<file path="config.mk">
export PLATFORM = sky130hd
export DESIGN_NAME = ssd_key_display_flat
export DESIGN_NICKNAME = d
export VERILOG_FILES = /design/src/rtl/ssd_key_display_if.sv /design/src/rtl/ssd_key_display.sv /design/src/flat_wrapper.sv
export SDC_FILE = /design/constraint.sdc
export NUM_CORES = 1
export LEC_CHECK = 0
export CAP_MARGIN = 20
export CORE_AREA = 2 2 98 100
export DETAILED_ROUTE_END_ITERATION = 16
export DIE_AREA = 0 0 100 102
export DONT_BUFFER_PORTS = 1
export MAX_ROUTING_LAYER = met4
export PLACE_DENSITY = 0.57
export SYNTH_ARGS = -nofsm -noshare
export SYNTH_HDL_FRONTEND = slang
export SYNTH_SLANG_ARGS = --single-unit
</file>
<file path="constraint.sdc">
create_clock -name clk -period 2.5 [get_ports clk]
set_clock_uncertainty 0.15 [all_clocks]
set_input_delay 0.25 -clock clk [delete_from_list [all_inputs] [get_ports clk]]
set_output_delay 0.25 -clock clk [all_outputs]
set_load 0.005 [all_outputs]
</file>
<file path="src/rtl/ssd_key_display_if.sv">
// ---------------------------------------------------------------------------
// ssd_key_display_if
//   Bundles the keypad-side and display-side signals of ssd_key_display.
//
//   Signals:
//     key_code  [3:0]             hex code from the keypad decoder
//     key_valid                   high while the decoder reports a key pressed
//     clear                       single-cycle synchronous clear of the buffer
//     digits    [4*NUM_DIGITS-1:0] digit buffer, nibble 0 is the newest digit
//     new_key                     one-cycle pulse when a digit is accepted
//     an        [NUM_DIGITS-1:0]  anode enables, active-low
//     seg       [6:0]             cathodes {g,f,e,d,c,b,a}, active-low
//
//   Modports:
//     master : keypad / host side (drives key inputs and clear)
//     slave  : the display controller
// ---------------------------------------------------------------------------
interface ssd_key_display_if #(
    parameter int NUM_DIGITS = 4
);
    logic [3:0]              key_code;
    logic                    key_valid;
    logic                    clear;
    logic [4*NUM_DIGITS-1:0] digits;
    logic                    new_key;
    logic [NUM_DIGITS-1:0]   an;
    logic [6:0]              seg;

    modport master (
        output key_code, key_valid, clear,
        input  digits, new_key, an, seg
    );

    modport slave (
        input  key_code, key_valid, clear,
        output digits, new_key, an, seg
    );
endinterface

</file>
<file path="src/rtl/ssd_key_display.sv">
// ---------------------------------------------------------------------------
// ssd_key_display
//   Debounces keypad presses, shifts each newly pressed hex digit into a
//   NUM_DIGITS-deep buffer from the right (calculator-style entry), and
//   time-multiplexes the buffer onto a common-anode seven-segment display.
//
//   Ports:
//     clk  : system clock
//     rst  : asynchronous, active-high reset
//     bus  : ssd_key_display_if.slave (key_code, key_valid, clear in;
//            digits, new_key, an, seg out)
//
//   Parameters:
//     DEBOUNCE_CYCLES : stable cycles required to accept a press/release (>=2)
//     REFRESH_CYCLES  : cycles each digit is lit before advancing (>=2)
//     NUM_DIGITS      : display digits / buffer nibbles (>=2)
//
//   Optional feature (compile-time macro LEADING_ZERO_BLANK_EN):
//     when defined, digit i>0 is blanked while nibbles i..NUM_DIGITS-1 are
//     all zero; the anode is still scanned. Digit 0 is always shown.
// ---------------------------------------------------------------------------
module ssd_key_display #(
    parameter int DEBOUNCE_CYCLES = 1000000,
    parameter int REFRESH_CYCLES  = 100000,
    parameter int NUM_DIGITS      = 4
) (
    input logic              clk,
    input logic              rst,
    ssd_key_display_if.slave bus
);

    localparam int CNT_W  = $clog2(DEBOUNCE_CYCLES);
    localparam int RCNT_W = $clog2(REFRESH_CYCLES);
    localparam int IDX_W  = $clog2(NUM_DIGITS);

    localparam logic [CNT_W-1:0]  CNT_LAST  = CNT_W'(DEBOUNCE_CYCLES - 1);
    localparam logic [RCNT_W-1:0] RCNT_LAST = RCNT_W'(REFRESH_CYCLES - 1);
    localparam logic [IDX_W-1:0]  IDX_LAST  = IDX_W'(NUM_DIGITS - 1);

    typedef enum logic [1:0] {
        IDLE,
        PRESS_CHK,
        HELD,
        RELEASE_CHK
    } state_t;

    // Input stage
    logic       r_kv_q;
    logic [3:0] r_kc_q;

    // Debounce FSM
    state_t           r_state, w_state_nxt;
    logic [CNT_W-1:0] r_cnt,   w_cnt_nxt;
    logic [3:0]       r_code,  w_code_nxt;
    logic             w_accept;

    // Digit buffer
    logic [4*NUM_DIGITS-1:0] r_digits;
    logic                    r_new_key;

    // Display scan
    logic [RCNT_W-1:0]     r_rcnt;
    logic [IDX_W-1:0]      r_idx;
    logic [3:0]            w_nibble;
    logic                  w_blank;
    logic [NUM_DIGITS-1:0] r_an;
    logic [6:0]            r_seg;

    function automatic logic [6:0] seg_font(input logic [3:0] nib);
        logic [6:0] pat;
        case (nib)
            4'h0: pat = 7'b1000000;
            4'h1: pat = 7'b1111001;
            4'h2: pat = 7'b0100100;
            4'h3: pat = 7'b0110000;
            4'h4: pat = 7'b0011001;
            4'h5: pat = 7'b0010010;
            4'h6: pat = 7'b0000010;
            4'h7: pat = 7'b1111000;
            4'h8: pat = 7'b0000000;
            4'h9: pat = 7'b0010000;
            4'hA: pat = 7'b0001000;
            4'hB: pat = 7'b0000011;
            4'hC: pat = 7'b1000110;
            4'hD: pat = 7'b0100001;
            4'hE: pat = 7'b0000110;
            default: pat = 7'b0001110;
        endcase
        return pat;
    endfunction

    // The keypad decoder's outputs are registered once before any use.
    // NOTE: sequential state uses non-blocking (<=) so every flop samples
    // pre-edge values regardless of process evaluation order.
    always_ff @(posedge clk or posedge rst) begin
        if (rst) begin
            r_kv_q <= 1'b0;
            r_kc_q <= 4'h0;
        end else begin
            r_kv_q <= bus.key_valid;
            r_kc_q <= bus.key_code;
        end
    end

    always_ff @(posedge clk or posedge rst) begin
        if (rst) begin
            r_state <= IDLE;
            r_cnt   <= '0;
            r_code  <= 4'h0;
        end else begin
            r_state <= w_state_nxt;
            r_cnt   <= w_cnt_nxt;
            r_code  <= w_code_nxt;
        end
    end

    // NOTE: every output of this block is given a default first, so no path
    // leaves a signal unassigned and no latch is inferred.
    always_comb begin
        w_state_nxt = r_state;
        w_cnt_nxt   = r_cnt;
        w_code_nxt  = r_code;
        w_accept    = 1'b0;
        case (r_state)
            IDLE: begin
                if (r_kv_q) begin
                    w_code_nxt  = r_kc_q;
                    w_cnt_nxt   = '0;
                    w_state_nxt = PRESS_CHK;
                end
            end
            PRESS_CHK: begin
                // A drop-out or a code change restarts the qualification.
                if (!r_kv_q || (r_kc_q != r_code)) begin
                    w_state_nxt = IDLE;
                end else if (r_cnt == CNT_LAST) begin
                    w_accept    = 1'b1;
                    w_state_nxt = HELD;
                end else begin
                    w_cnt_nxt = r_cnt + 1'b1;
                end
            end
            HELD: begin
                // No auto-repeat; code changes while held are ignored.
                if (!r_kv_q) begin
                    w_cnt_nxt   = '0;
                    w_state_nxt = RELEASE_CHK;
                end
            end
            RELEASE_CHK: begin
                if (r_kv_q) begin
                    w_state_nxt = HELD;
                end else if (r_cnt == CNT_LAST) begin
                    w_state_nxt = IDLE;
                end else begin
                    w_cnt_nxt = r_cnt + 1'b1;
                end
            end
            default: w_state_nxt = IDLE;
        endcase
    end

    // Clear has priority over a simultaneous accept and suppresses its pulse.
    always_ff @(posedge clk or posedge rst) begin
        if (rst) begin
            r_digits  <= '0;
            r_new_key <= 1'b0;
        end else begin
            r_new_key <= w_accept & ~bus.clear;
            if (bus.clear) begin
                r_digits <= '0;
            end else if (w_accept) begin
                r_digits <= {r_digits[4*NUM_DIGITS-5:0], r_code};
            end
        end
    end

    always_ff @(posedge clk or posedge rst) begin
        if (rst) begin
            r_rcnt <= '0;
            r_idx  <= '0;
        end else if (r_rcnt == RCNT_LAST) begin
            r_rcnt <= '0;
            r_idx  <= (r_idx == IDX_LAST) ? '0 : r_idx + 1'b1;
        end else begin
            r_rcnt <= r_rcnt + 1'b1;
        end
    end

    always_comb begin
        w_nibble = 4'h0;
        for (int i = 0; i < NUM_DIGITS; i++) begin
            if (r_idx == IDX_W'(i)) w_nibble = r_digits[4*i +: 4];
        end
    end

`ifdef LEADING_ZERO_BLANK_EN
    // Walk from the most significant nibble down; a digit is blank while it
    // and everything above it are zero. Digit 0 is never considered.
    always_comb begin
        logic v_upper_zero;
        v_upper_zero = 1'b1;
        w_blank      = 1'b0;
        for (int i = NUM_DIGITS - 1; i > 0; i--) begin
            v_upper_zero = v_upper_zero && (r_digits[4*i +: 4] == 4'h0);
            if (r_idx == IDX_W'(i)) w_blank = v_upper_zero;
        end
    end
`else
    assign w_blank = 1'b0;
`endif

    always_ff @(posedge clk or posedge rst) begin
        if (rst) begin
            r_an  <= '1;
            r_seg <= 7'b1111111;
        end else begin
            r_an  <= ~(NUM_DIGITS'(1) << r_idx);
            r_seg <= w_blank ? 7'b1111111 : seg_font(w_nibble);
        end
    end

    assign bus.digits  = r_digits;
    assign bus.new_key = r_new_key;
    assign bus.an      = r_an;
    assign bus.seg     = r_seg;

endmodule

</file>
<file path="src/flat_wrapper.sv">
// flat-port wrapper written by rule: the top's interface ports become plain ports
module ssd_key_display_flat 
#(
    parameter int DEBOUNCE_CYCLES = 1000000,
    parameter int REFRESH_CYCLES  = 100000,
    parameter int NUM_DIGITS      = 4
)
  (clk, rst, bus_key_code, bus_key_valid, bus_clear, bus_digits, bus_new_key, bus_an, bus_seg);
  ssd_key_display_if #(.NUM_DIGITS(NUM_DIGITS)) bus_i ();
  input logic clk;
  input logic rst;
  input wire logic [$bits(bus_i.key_code)-1:0] bus_key_code;
  input wire logic [$bits(bus_i.key_valid)-1:0] bus_key_valid;
  input wire logic [$bits(bus_i.clear)-1:0] bus_clear;
  output wire logic [$bits(bus_i.digits)-1:0] bus_digits;
  output wire logic [$bits(bus_i.new_key)-1:0] bus_new_key;
  output wire logic [$bits(bus_i.an)-1:0] bus_an;
  output wire logic [$bits(bus_i.seg)-1:0] bus_seg;
  assign bus_i.key_code = bus_key_code;
  assign bus_i.key_valid = bus_key_valid;
  assign bus_i.clear = bus_clear;
  assign bus_digits = bus_i.digits;
  assign bus_new_key = bus_i.new_key;
  assign bus_an = bus_i.an;
  assign bus_seg = bus_i.seg;
  ssd_key_display #(.DEBOUNCE_CYCLES(DEBOUNCE_CYCLES), .REFRESH_CYCLES(REFRESH_CYCLES), .NUM_DIGITS(NUM_DIGITS)) u_core (.clk(clk), .rst(rst), .bus(bus_i));
endmodule
</file>
==> summary.md, run 1 <==
| Metric | Value |
|---|---|
| Internal Power | `1.91 mW` |
| Total congestion overflow | `0` |
| CP Max Fanout | `5` |
| Compound-Gate Fraction of Synth Area | `0.176` |
| Syn Nets | `roughly 420` |
| Critical Path AT | `between 2 and 3 ns` |
| Most common flop cell mapped by yosys | `dfrtp_1` |
| DP Area | `between 4000 and 5000 um^2` |
| Worst path most repeated cell | `inv_1` |
| Worst path top cell family by delay | `compound AO/OA/AOI/OAI gates` |
| VDD IR max | `~0.32 mV` |
| ANT nets after route | `0` |
| Cell Rows | `35` |
| Worst Hold Class | `input pin to async pin` |
| Power per cell area | `approximately 560 nW/um^2` |
| Clock buffer depth | `2` |
| Post-synthesis async set-or-reset flop share | `1.00` |
| MaxCap Viol Count | `0` |
| Crit Path Category | `flip-flop to flip-flop` |
| Highest Clock Rate | `around 420 MHz` |
| Fillers | `860` |
| TNS Setup | `0 ns` |
| Post-Syn Instances | `approximately 400` |
| DRT Wirelength | `about 8300 um` |
| Yosys warns | `0` |
| Largest net degree at the start of global routing | `43` |
| Period utilisation layout | `0.952` |
| Io pins | `36` |
| Most frequent cells in the layout | `67 x dfrtp_1, 31 x o21ai_1, 28 x nand2_1, 28 x nand3_1, 22 x nor2_1` |
| Via/cell ratio | `around 5.7` |
| Tot GR Track Use | `0.181` |
| Share of cells above drive strength 1 | `0.165` |
| Most common cell after layout, fill and taps aside | `dfrtp_1` |
| Vias in the first global route | `2884` |
| Largest family of logic cells by synthesized area | `simple AND/OR/NAND/NOR gates` |
| Crit path buf inv count | `3` |
| Diodes inserted | `0` |
| Simple-Gate Fraction of Synth Area | `0.183` |
| Status | `finished, final reports clean` |
| Largest stage delay on the critical path | `0.41 ns` |
| Register area | `a little under 2000 um^2` |
| Latest clock arrival within the worst-skew pair | `between 0.3 and 0.4 ns` |
| Minimum clock period | `between 2 and 2.5 ns` |
| First-pass GRT wire length | `between 10000 and 15000 um` |
| Crit-path cells | `inv_2 -> ha_2 -> inv_1 -> o21a_1 -> a22oi_1 -> inv_1 -> ha_1 -> mux2_1 -> a22o_1` |
| Initial antenna violation count | `0` |
| Sw Pwr | `602 uW` |
| Nets | `roughly 430` |
| Clock Power Share | `0.414` |
| CP required | `~2.6 ns` |
| Endpoints failing hold | `0` |
| Lkg Pwr | `1.85 nW` |
| Seq pwr share | `0.521` |
| Post-Synth XOR/XNOR Area | `0.0433` |
| DR iter-0 viols | `between 100 and 150` |
| Post-DP HPWL | `5780 um` |
| Critical Path Slowest Stage Cell | `dfrtp_1` |
| Multi-input logic area | `between 1500 and 2000 um^2` |
| Post-route cell area | `~4500 um^2` |
| Slew Viols, Final | `0` |
| CTS tree | `yes` |
| DIE HEIGHT | `102 um` |
| PortBufs | `0` |
| Clk slew on worst S/H paths | `0.09 ns` |
| Via count | `roughly 3000` |
| Core area | `9110 um^2` |
| RD Place Congestion | `around 0.81` |
| Die Span X | `100 um` |
| Syn Area/Cell | `between 10 and 15 um^2` |
| Post-Synth Adder-Cell Area | `0.0372` |
| Synth Cell Area | `a little over 4000 um^2` |
| TritonRoute pass-1 iters | `4` |
| Yosys cell types | `between 60 and 70` |
| Sequential-to-total area share from yosys stat | `0.486` |
| CTS Sinks | `78` |
| Critical path capture point type | `flip-flop` |
| Die area | `between 10000 and 15000 um^2` |
| Synth Register Bits | `slightly below 80` |
| Area growth, synth to finish | `11.6%` |
| Initial core utilization | `0.444` |
| # DRC | `0` |
| Mux share of post-synthesis cell area | `0.0372` |
| Setup violations, final | `0` |
| Least-Margin Pin Slew | `around 0.86 ns` |
| Rel. slew slack | `0.430` |
| CP Launch Type | `flip-flop` |
| Cts bufs inserted | `9` |
| EDFF count, synth | `0` |
| Root buffer cell | `clkbuf_8` |
| Comb pwr share | `0.065` |
| Htree depth | `3` |
| Routed WL per cell | `15.8 um` |
| RSZ-0062 raised after global routing | `no` |
| Sw frac | `0.240` |
-- power by group through the flow --
stage          clock (mW)  sequential, mW  combinational (mW)
2_1_floorplan           0            1.33               0.118
3_3_place_gp            0            1.33               0.151
3_5_place_dp            0            1.33               0.152
4_1_cts              1.08            1.31               0.165
5_1_grt              1.13            1.31               0.185
6_report             1.04            1.31               0.163
-- synthesized netlist by cell type, drive strengths merged, types with 2 or more instances --
master	instances	area [um^2]
a21o	2	15.0
a21oi	21	105
a22o	9	78.8
a22oi	6	68.8
a31oi	6	37.5
and2	4	25.0
and3	4	25.0
and4	5	43.8
buf	11	61.3
clkbuf	8	30.0
dfrtp	67	1680
dfstp	11	289
ha	12	150
inv	16	60.1
mux2	8	90.1
mux2i	6	60.1
nand2	28	105
nand2b	3	18.8
nand3	30	160
nand3b	2	15.0
nand4	10	68.8
nor2	23	88.8
nor2b	4	25.0
nor3	4	30.0
nor3b	3	22.5
nor4	4	31.3
o21a	4	30.0
o21ai	38	190
o22ai	2	18.8
o31ai	8	60.1
or4	3	26.3
xnor2	13	114
xor2	7	61.3
-- final cells by class --
class | instances | share of cell area
inverters | 16 | 0.0136
clock inverters | 7 | 0.0216
clock buffers | 9 | 0.0275
multi-input cells | 286 | 0.429
repair buffers | 21 | 0.0416
well taps | 111 | 0.0308
flip-flops and latches | 78 | 0.436
-- per-stage QoR --
step                 util  hold WS (ns)  std cells  worst slack [ns]  power, mW
floorplan               -         0.131        399             0.123       1.44
global placement    0.461         0.126        504             0.152       1.48
detailed placement  0.461         0.126        504            0.0935       1.48
CTS                 0.493         0.279        527            0.0851       2.55
global route        0.495         0.285        528            0.0144       2.63
finish              0.495         0.298        528             0.120       2.51
-- what timing repair did --
action / 4_1_cts / 5_1_grt
hold buffers: 7 / 0
endpoints found under the hold margin: 58 / 0
gates resized for setup: 0 / 4
setup endpoints to repair: 0 / 3
setup buffers: 0 / 1
-- sequential cells by signal, summed over array words and instances (netlist names) --
name	cells
u_core.r_rcnt	17
u_core.r_kc_q	4
u_core.bus.digits	16
u_core.r_code	4
u_core.r_state	2
u_core.r_cnt	20
u_core.r_kv_q	1
u_core.bus.seg	7
u_core.bus.new_key	1
u_core.r_idx	2
u_core.bus.an	4
-- cells by family after synthesis --
kind of cell / after synthesis
fa+ha+maj: 12
flops: 78
mux: 14
simple gates: 133
xor+xnor: 20
buf+inv: 35
compound gates: 107
-- worst paths after layout --
kind                                      to  slack (ns)              from  depth (start not counted)
setup / recovery           u_core.bus.seg[6]        0.12   u_core.r_idx[0]                          9
hold / removal              u_core.r_kc_q[0]        0.30               rst                          2
setup reg to reg           u_core.bus.seg[6]        0.12   u_core.r_idx[0]                          9
hold reg to reg             u_core.r_rcnt[0]        0.33  u_core.r_rcnt[0]                          1
max in group asynchronous  u_core.bus.seg[6]        1.25               rst                          3
min in group clk            u_core.r_kc_q[0]        0.30   bus_key_code[0]                          1
-- routing by layer --
layer	up-vias	GRT usage	wire, um
li1	1483	-	-
met1	1466	0.253	4190
met2	60	0.268	3730
met3	6	0.0431	367
met4	0	0.0474	55
met5	-	-	0
(Power assumes the default switching activity.)
==> run 2, diff against run 1 <==
--- a/config.mk
+++ b/config.mk
@@ -6,12 +6,14 @@
 export NUM_CORES = 1
 export LEC_CHECK = 0
 export CAP_MARGIN = 20
-export CORE_AREA = 2 2 98 100
+export CELL_PAD_IN_SITES_DETAIL_PLACEMENT = 0
+export CELL_PAD_IN_SITES_GLOBAL_PLACEMENT = 1
+export CORE_AREA = 2 2 75 131
 export DETAILED_ROUTE_END_ITERATION = 16
-export DIE_AREA = 0 0 100 102
+export DIE_AREA = 0 0 77 133
 export DONT_BUFFER_PORTS = 1
 export MAX_ROUTING_LAYER = met4
-export PLACE_DENSITY = 0.57
+export PLACE_DENSITY = 0.7
 export SYNTH_ARGS = -nofsm -noshare
 export SYNTH_HDL_FRONTEND = slang
 export SYNTH_SLANG_ARGS = --single-unit
==> summary.md, run 2 (synthesis gave the netlist of run 1 again) <==
| Metric | Value |
|---|---|
| Via/cell ratio | `5.68 (-0.59%)` |
| Worst r2r dst | `u_core.bus.seg[6]` |
| First-pass GRT wire length | `15900 um (+11%)` |
| RD Place Congestion | `0.794 (-1.9%)` |
| Root buffer cell | `clkbuf_16` |
| DRT Wirelength | `9610 um (+15%)` |
| Tot GR Track Use | `0.203 (+0.0215)` |
| Initial core utilization | `0.435 (-0.00872)` |
| Seq pwr share | `0.469 (-0.052)` |
| Die Span X | `77 um (-23%)` |
| CP required | `2.61 ns (-0.02 ns)` |
| Initial antenna violation count | `0 (unchanged)` |
| Via count | `3054 (+1.3%)` |
| CP Max Fanout | `9 (+4)` |
| Htree depth | `3 (unchanged)` |
| Critical Path AT | `2.47 ns (-0.04 ns)` |
| Clk slew on worst S/H paths | `0.06 ns (-0.03 ns)` |
| Slew Viols, Final | `0 (unchanged)` |
| Biggest register | `u_core.r_cnt` |
| Lkg Pwr | `1.89 nW (+1.8%)` |
| Diodes inserted | `0 (unchanged)` |
| Setup violations, final | `0 (unchanged)` |
| VDD IR max | `0.394 mV (+24%)` |
| Most common cell after layout, fill and taps aside | `dfrtp_1` |
| Crit Path Category | `flip-flop to flip-flop` |
| Nets | `431 (-0.23%)` |
| Crit-path cells | `inv_1 -> ha_1 -> a21oi_1 -> o21ai_0 -> a22oi_2 -> inv_1 -> ha_1 -> mux2_1 -> a22o_1` |
| CP Launch Type | `flip-flop` |
| Minimum clock period | `2.35 ns (-0.0278 ns)` |
| Critical path capture point type | `flip-flop` |
| CTS tree | `yes` |
| Comb pwr share | `0.058 (-0.007)` |
| TritonRoute pass-1 iters | `4 (unchanged)` |
| CTS Sinks | `78 (unchanged)` |
| Largest register FFs | `20 (unchanged)` |
| Internal Power | `2.12 mW (+11%)` |
| ANT nets after route | `0 (unchanged)` |
| Area growth, synth to finish | `13.7%` |
| DIE HEIGHT | `133 um (+30%)` |
| Sw Pwr | `673 uW (+12%)` |
| Worst reg-to-reg setup slack | `0.15 ns (+0.03 ns)` |
| Status | `finished, final reports clean` |
| Largest stage delay on the critical path | `0.38 ns (-0.03 ns)` |
| Total congestion overflow | `0 (unchanged)` |
| TNS Setup | `0 ns (unchanged)` |
| Cts bufs inserted | `9 (unchanged)` |
| Period utilisation layout | `0.941 (-0.0111)` |
| Routed WL per cell | `17.9 um (+13%)` |
| Clock Power Share | `0.473 (+0.059)` |
| Highest Clock Rate | `425 MHz (+1.2%)` |
| Least-Margin Pin Slew | `0.909 ns (+0.0534 ns)` |
| Share of cells above drive strength 1 | `0.161 (-0.00441)` |
| Core area | `9290 um^2 (+2.0%)` |
| Crit path buf inv count | `2 (-1)` |
| Critical Path Slowest Stage Cell | `dfrtp_1` |
| Sw frac | `0.241 (+0.00133)` |
| Latest clock arrival within the worst-skew pair | `0.34 ns (about the same)` |
| Vias in the first global route | `3101 (+7.5%)` |
| PortBufs | `0 (unchanged)` |
| Fillers | `933 (+8.5%)` |
| R2r startpoint | `u_core.r_idx[1]` |
| MaxCap Viol Count | `0 (unchanged)` |
| Cell Rows | `47 (+34%)` |
| Io pins | `36 (unchanged)` |
| Clock buffer depth | `2 (unchanged)` |
| Rel. slew slack | `0.394 (-0.0356)` |
| Most frequent cells in the layout | `67 x dfrtp_1, 31 x o21ai_1, 28 x nand2_1, 28 x nand3_1, 22 x nor2_1` |
| Final std cells w/o fill | `538 (+1.9%)` |
| Power per cell area | `607 nW/um^2 (+9.1%)` |
| Worst path top cell family by delay | `compound AO/OA/AOI/OAI gates` |
| Cells after DPL | `514 (+2.0%)` |
| Largest net degree at the start of global routing | `41 (-4.7%)` |
| # DRC | `0 (unchanged)` |
| Worst Hold Class | `input pin to async pin` |
| Die area | `10200 um^2 (+0.40%)` |
| DR iter-0 viols | `86 (-38%)` |
| Post-DP HPWL | `6850 um (+18%)` |
| Endpoints failing hold | `0 (unchanged)` |
| R2R depth | `9 (unchanged)` |
[run 2: what timing repair did]
action / 4_1_cts / 5_1_grt
hold endpoints to repair: 57 / 0
setup buffers: 0 / 1
gates resized for setup: 1 / 2
pin swaps: 0 / 1
hold buffers: 7 / 0
setup endpoints to repair: 1 / 1
[run 2: per-layer routing]
layer | part of all wire | up-vias | GRT usage
met2 | 0.55 | 60 | 0.364
li1 | - | 1483 | -
met4 | 0.017 | 0 | 0.0734
met5 | 0 | - | -
met3 | 0.043 | 14 | 0.0518
met1 | 0.38 | 1497 | 0.212
[run 2: how the worst max path moves through the flow]
stage / from / endpoint / slack [ns] / cells after the start
2_1_floorplan: rst / u_core.bus.digits[0] / 0.12 / 1
4_1_cts: u_core.r_idx[0] / u_core.bus.seg[6] / 0.08 / 9
3_3_place_gp: u_core.r_idx[0] / u_core.bus.seg[6] / 0.09 / 9
5_1_grt: u_core.r_idx[1] / u_core.bus.seg[6] / -0.004 / 9
6_report: u_core.r_idx[1] / u_core.bus.seg[6] / 0.15 / 9
3_5_place_dp: u_core.r_idx[0] / u_core.bus.seg[6] / -0.002 / 9
[run 2: stage by stage]
step | power (mW) | setup slack (ns) | util | cell area, um^2 | hold slack, ns
3_5_place_dp | 1.48 | -0.00238 | 0.453 | 4210 | 0.127
3_3_place_gp | 1.48 | 0.0887 | 0.453 | 4210 | 0.126
6_report | 2.79 | 0.147 | 0.494 | 4590 | 0.320
5_1_grt | 2.88 | -0.00352 | 0.494 | 4590 | 0.314
4_1_cts | 2.82 | 0.0809 | 0.493 | 4580 | 0.318
2_1_floorplan | 1.44 | 0.123 | - | 4040 | 0.131
[run 2: cell type report]
class	instances	area [um^2]	area share
multi-input combinational	286	1940	0.422
sequential	78	1970	0.428
clock inverter	7	72.6	0.0158
timing repair buffer	20	180	0.0392
inverter	16	61.3	0.0133
tap	122	153	0.0332
clock buffer	9	225	0.0490
[run 2: power by group through the flow]
stage                     sequential (mW)  combinational (mW)  clock (mW)
final                                1.31               0.163        1.32
after global routing                 1.31               0.181        1.39
after CTS                            1.31               0.166        1.34
after detailed placement             1.33               0.152           0
after global placement               1.33               0.150           0
after floorplan                      1.33               0.118           0
==> run 3, diff against run 2 <==
--- a/config.mk
+++ b/config.mk
@@ -9,6 +9,7 @@
 export CELL_PAD_IN_SITES_DETAIL_PLACEMENT = 0
 export CELL_PAD_IN_SITES_GLOBAL_PLACEMENT = 1
 export CORE_AREA = 2 2 75 131
+export CTS_BUF_LIST = sky130_fd_sc_hd__clkbuf_8
 export DETAILED_ROUTE_END_ITERATION = 16
 export DIE_AREA = 0 0 77 133
 export DONT_BUFFER_PORTS = 1
==> summary.md, run 3 (synthesis gave the netlist of run 1 again) <==
| Metric | Value |
|---|---|
| Share of cells above drive strength 1 | `0.161 (unchanged)` |
| Initial core utilization | `0.435 (unchanged)` |
| Worst Hold Class | `input pin to async pin` |
| VDD IR max | `0.319 mV (-19%)` |
| DP Area | `4210 um^2 (unchanged)` |
| Vias in the first global route | `3085 (-0.52%)` |
| Total congestion overflow | `0 (unchanged)` |
| TritonRoute pass-1 iters | `4 (unchanged)` |
| Lkg Pwr | `1.84 nW (-2.4%)` |
| Crit Path Category | `flip-flop to flip-flop` |
| RD Place Congestion | `0.794 (unchanged)` |
| ANT nets after route | `0 (unchanged)` |
| CP required | `2.64 ns (+0.03 ns)` |
| DRT Wirelength | `9580 um (-0.32%)` |
| Worst reg-to-reg setup slack | `0.15 ns (about the same)` |
| Die area | `10200 um^2 (unchanged)` |
| CP Launch Type | `flip-flop` |
| Nets | `431 (unchanged)` |
| CTS tree | `yes` |
| Cell Rows | `47 (unchanged)` |
| Fillers | `943 (+1.1%)` |
| Period utilisation layout | `0.940 (about the same)` |
| Critical Path AT | `2.49 ns (+0.02 ns)` |
| Area growth, synth to finish | `11.2%` |
| PortBufs | `0 (unchanged)` |
| Io pins | `36 (unchanged)` |
| Diodes inserted | `0 (unchanged)` |
| Htree depth | `3 (unchanged)` |
| Die Span X | `77 um (unchanged)` |
| Rel. slew slack | `0.401 (+0.00707)` |
| Fin worst setup slack | `0.150 ns (+0.00210 ns)` |
| Minimum clock period | `2.35 ns (-0.00210 ns)` |
| Power per cell area | `540 nW/um^2 (-11%)` |
| Via/cell ratio | `5.67 (about the same)` |
| Status | `finished, final reports clean` |
| DR iter-0 viols | `98 (+14%)` |
| CP Max Fanout | `9 (unchanged)` |
| Highest Clock Rate | `425 MHz (about the same)` |
| Tot GR Track Use | `0.202 (-0.000886)` |
| Root buffer cell | `clkbuf_8` |
| Initial antenna violation count | `0 (unchanged)` |
| Clock buffer depth | `2 (unchanged)` |
| Most frequent cells in the layout | `67 x dfrtp_1, 31 x o21ai_1, 28 x nand2_1, 28 x nand3_1, 22 x nor2_1` |
| Setup violations, final | `0 (unchanged)` |
| Post-route cell area | `4490 um^2 (-2.2%)` |
| Latest clock arrival within the worst-skew pair | `0.36 ns (+0.02 ns)` |
| Biggest register | `u_core.r_cnt` |
| Endpoints failing hold | `0 (unchanged)` |
| Routed WL per cell | `17.8 um (-0.32%)` |
| Slew Viols, Final | `0 (unchanged)` |
| First-pass GRT wire length | `15800 um (-1.0%)` |
| Largest stage delay on the critical path | `0.38 ns (about the same)` |
| Post-DP HPWL | `6850 um (unchanged)` |
| CTS Sinks | `78 (unchanged)` |
| Clk slew on worst S/H paths | `0.08 ns (+0.02 ns)` |
| # DRC | `0 (unchanged)` |
| Cts bufs inserted | `9 (unchanged)` |
| Largest register FFs | `20 (unchanged)` |
| Least-Margin Pin Slew | `0.898 ns (-0.0106 ns)` |
| DIE HEIGHT | `133 um (unchanged)` |
| MaxCap Viol Count | `0 (unchanged)` |
| Critical Path Slowest Stage Cell | `dfrtp_1` |
| TNS Setup | `0 ns (unchanged)` |
| Critical path capture point type | `flip-flop` |
| Crit-path cells | `inv_1 -> ha_1 -> a21oi_1 -> o21ai_0 -> a22oi_2 -> inv_1 -> ha_1 -> mux2_1 -> a22o_1` |
| Pre-CTS WS | `-0.00238 ns (unchanged)` |
| Via count | `3051 (-0.098%)` |
| Largest net degree at the start of global routing | `41 (unchanged)` |
| Core area | `9290 um^2 (unchanged)` |
| Most common cell after layout, fill and taps aside | `dfrtp_1` |
## run 3: cell counts in the layout (fill, tap and decap cells not counted)
Identical to the previous run, type by type.
## run 3: layer usage
layer | wire [um] | share of wire | track usage
met5 | 0 | 0 | -
met4 | 175 | 0.018 | 0.0724
met3 | 421 | 0.044 | 0.0580
met2 | 5310 | 0.55 | 0.363
met1 | 3670 | 0.38 | 0.207
## run 3: layout make-up
class                   count  area (um^2)  share of cell area
clock inverters             7         72.6              0.0162
repair buffers             20          180              0.0401
flip-flops and latches     78         1970               0.437
clock buffers               9          124              0.0276
multi-input cells         286         1940               0.431
inverters                  16         61.3              0.0136
well taps                 122          153              0.0340
## run 3: metrics by stage
stage	power [mW]	hold slack [ns]	instances	utilization
floorplan	1.44	0.131	399	-
detailed placement	1.48	0.127	514	0.453
finish	2.43	0.294	538	0.484
global route	2.52	0.278	538	0.484
CTS	2.46	0.282	537	0.482
global placement	1.48	0.126	514	0.453
## run 3: what timing repair did
action | 4_1_cts | 5_1_grt
setup endpoints to repair | 1 | 1
hold buffers | 7 | 0
pin swaps | 0 | 1
buffers inserted | 0 | 1
resized for setup | 1 | 2
endpoints found under the hold margin | 57 | 0
gates cloned | 0 | 0
## run 3: where the power goes
part | leakage, nW | internal (mW) | switching, mW
sequential | 1.01 | 1.29 | 0.0222
clock | 0.0960 | 0.464 | 0.494
combinational | 0.731 | 0.0538 | 0.108
## run 3: worst max-delay path: cells and delay by family, from the launching register on
family | cells | cell delay [ns]
adder cells (fa/ha/maj) | 2 | 0.54
multiplexers | 1 | 0.29
buffers and inverters | 2 | 0.20
flip-flops | 1 | 0.38
AO/OA/AOI/OAI | 4 | 0.72
## run 3: final timing paths
path | start | endpoint | cells after the start
max reg2reg | u_core.r_idx[1] | u_core.bus.seg[6] | 9
min in group clk | bus_key_code[1] | u_core.r_kc_q[1] | 1
max in group asynchronous | rst | u_core.bus.seg[2] | 3
max | u_core.r_idx[1] | u_core.bus.seg[6] | 9
min | rst | u_core.r_kc_q[1] | 2
min reg2reg | u_core.r_rcnt[0] | u_core.r_rcnt[0] | 1
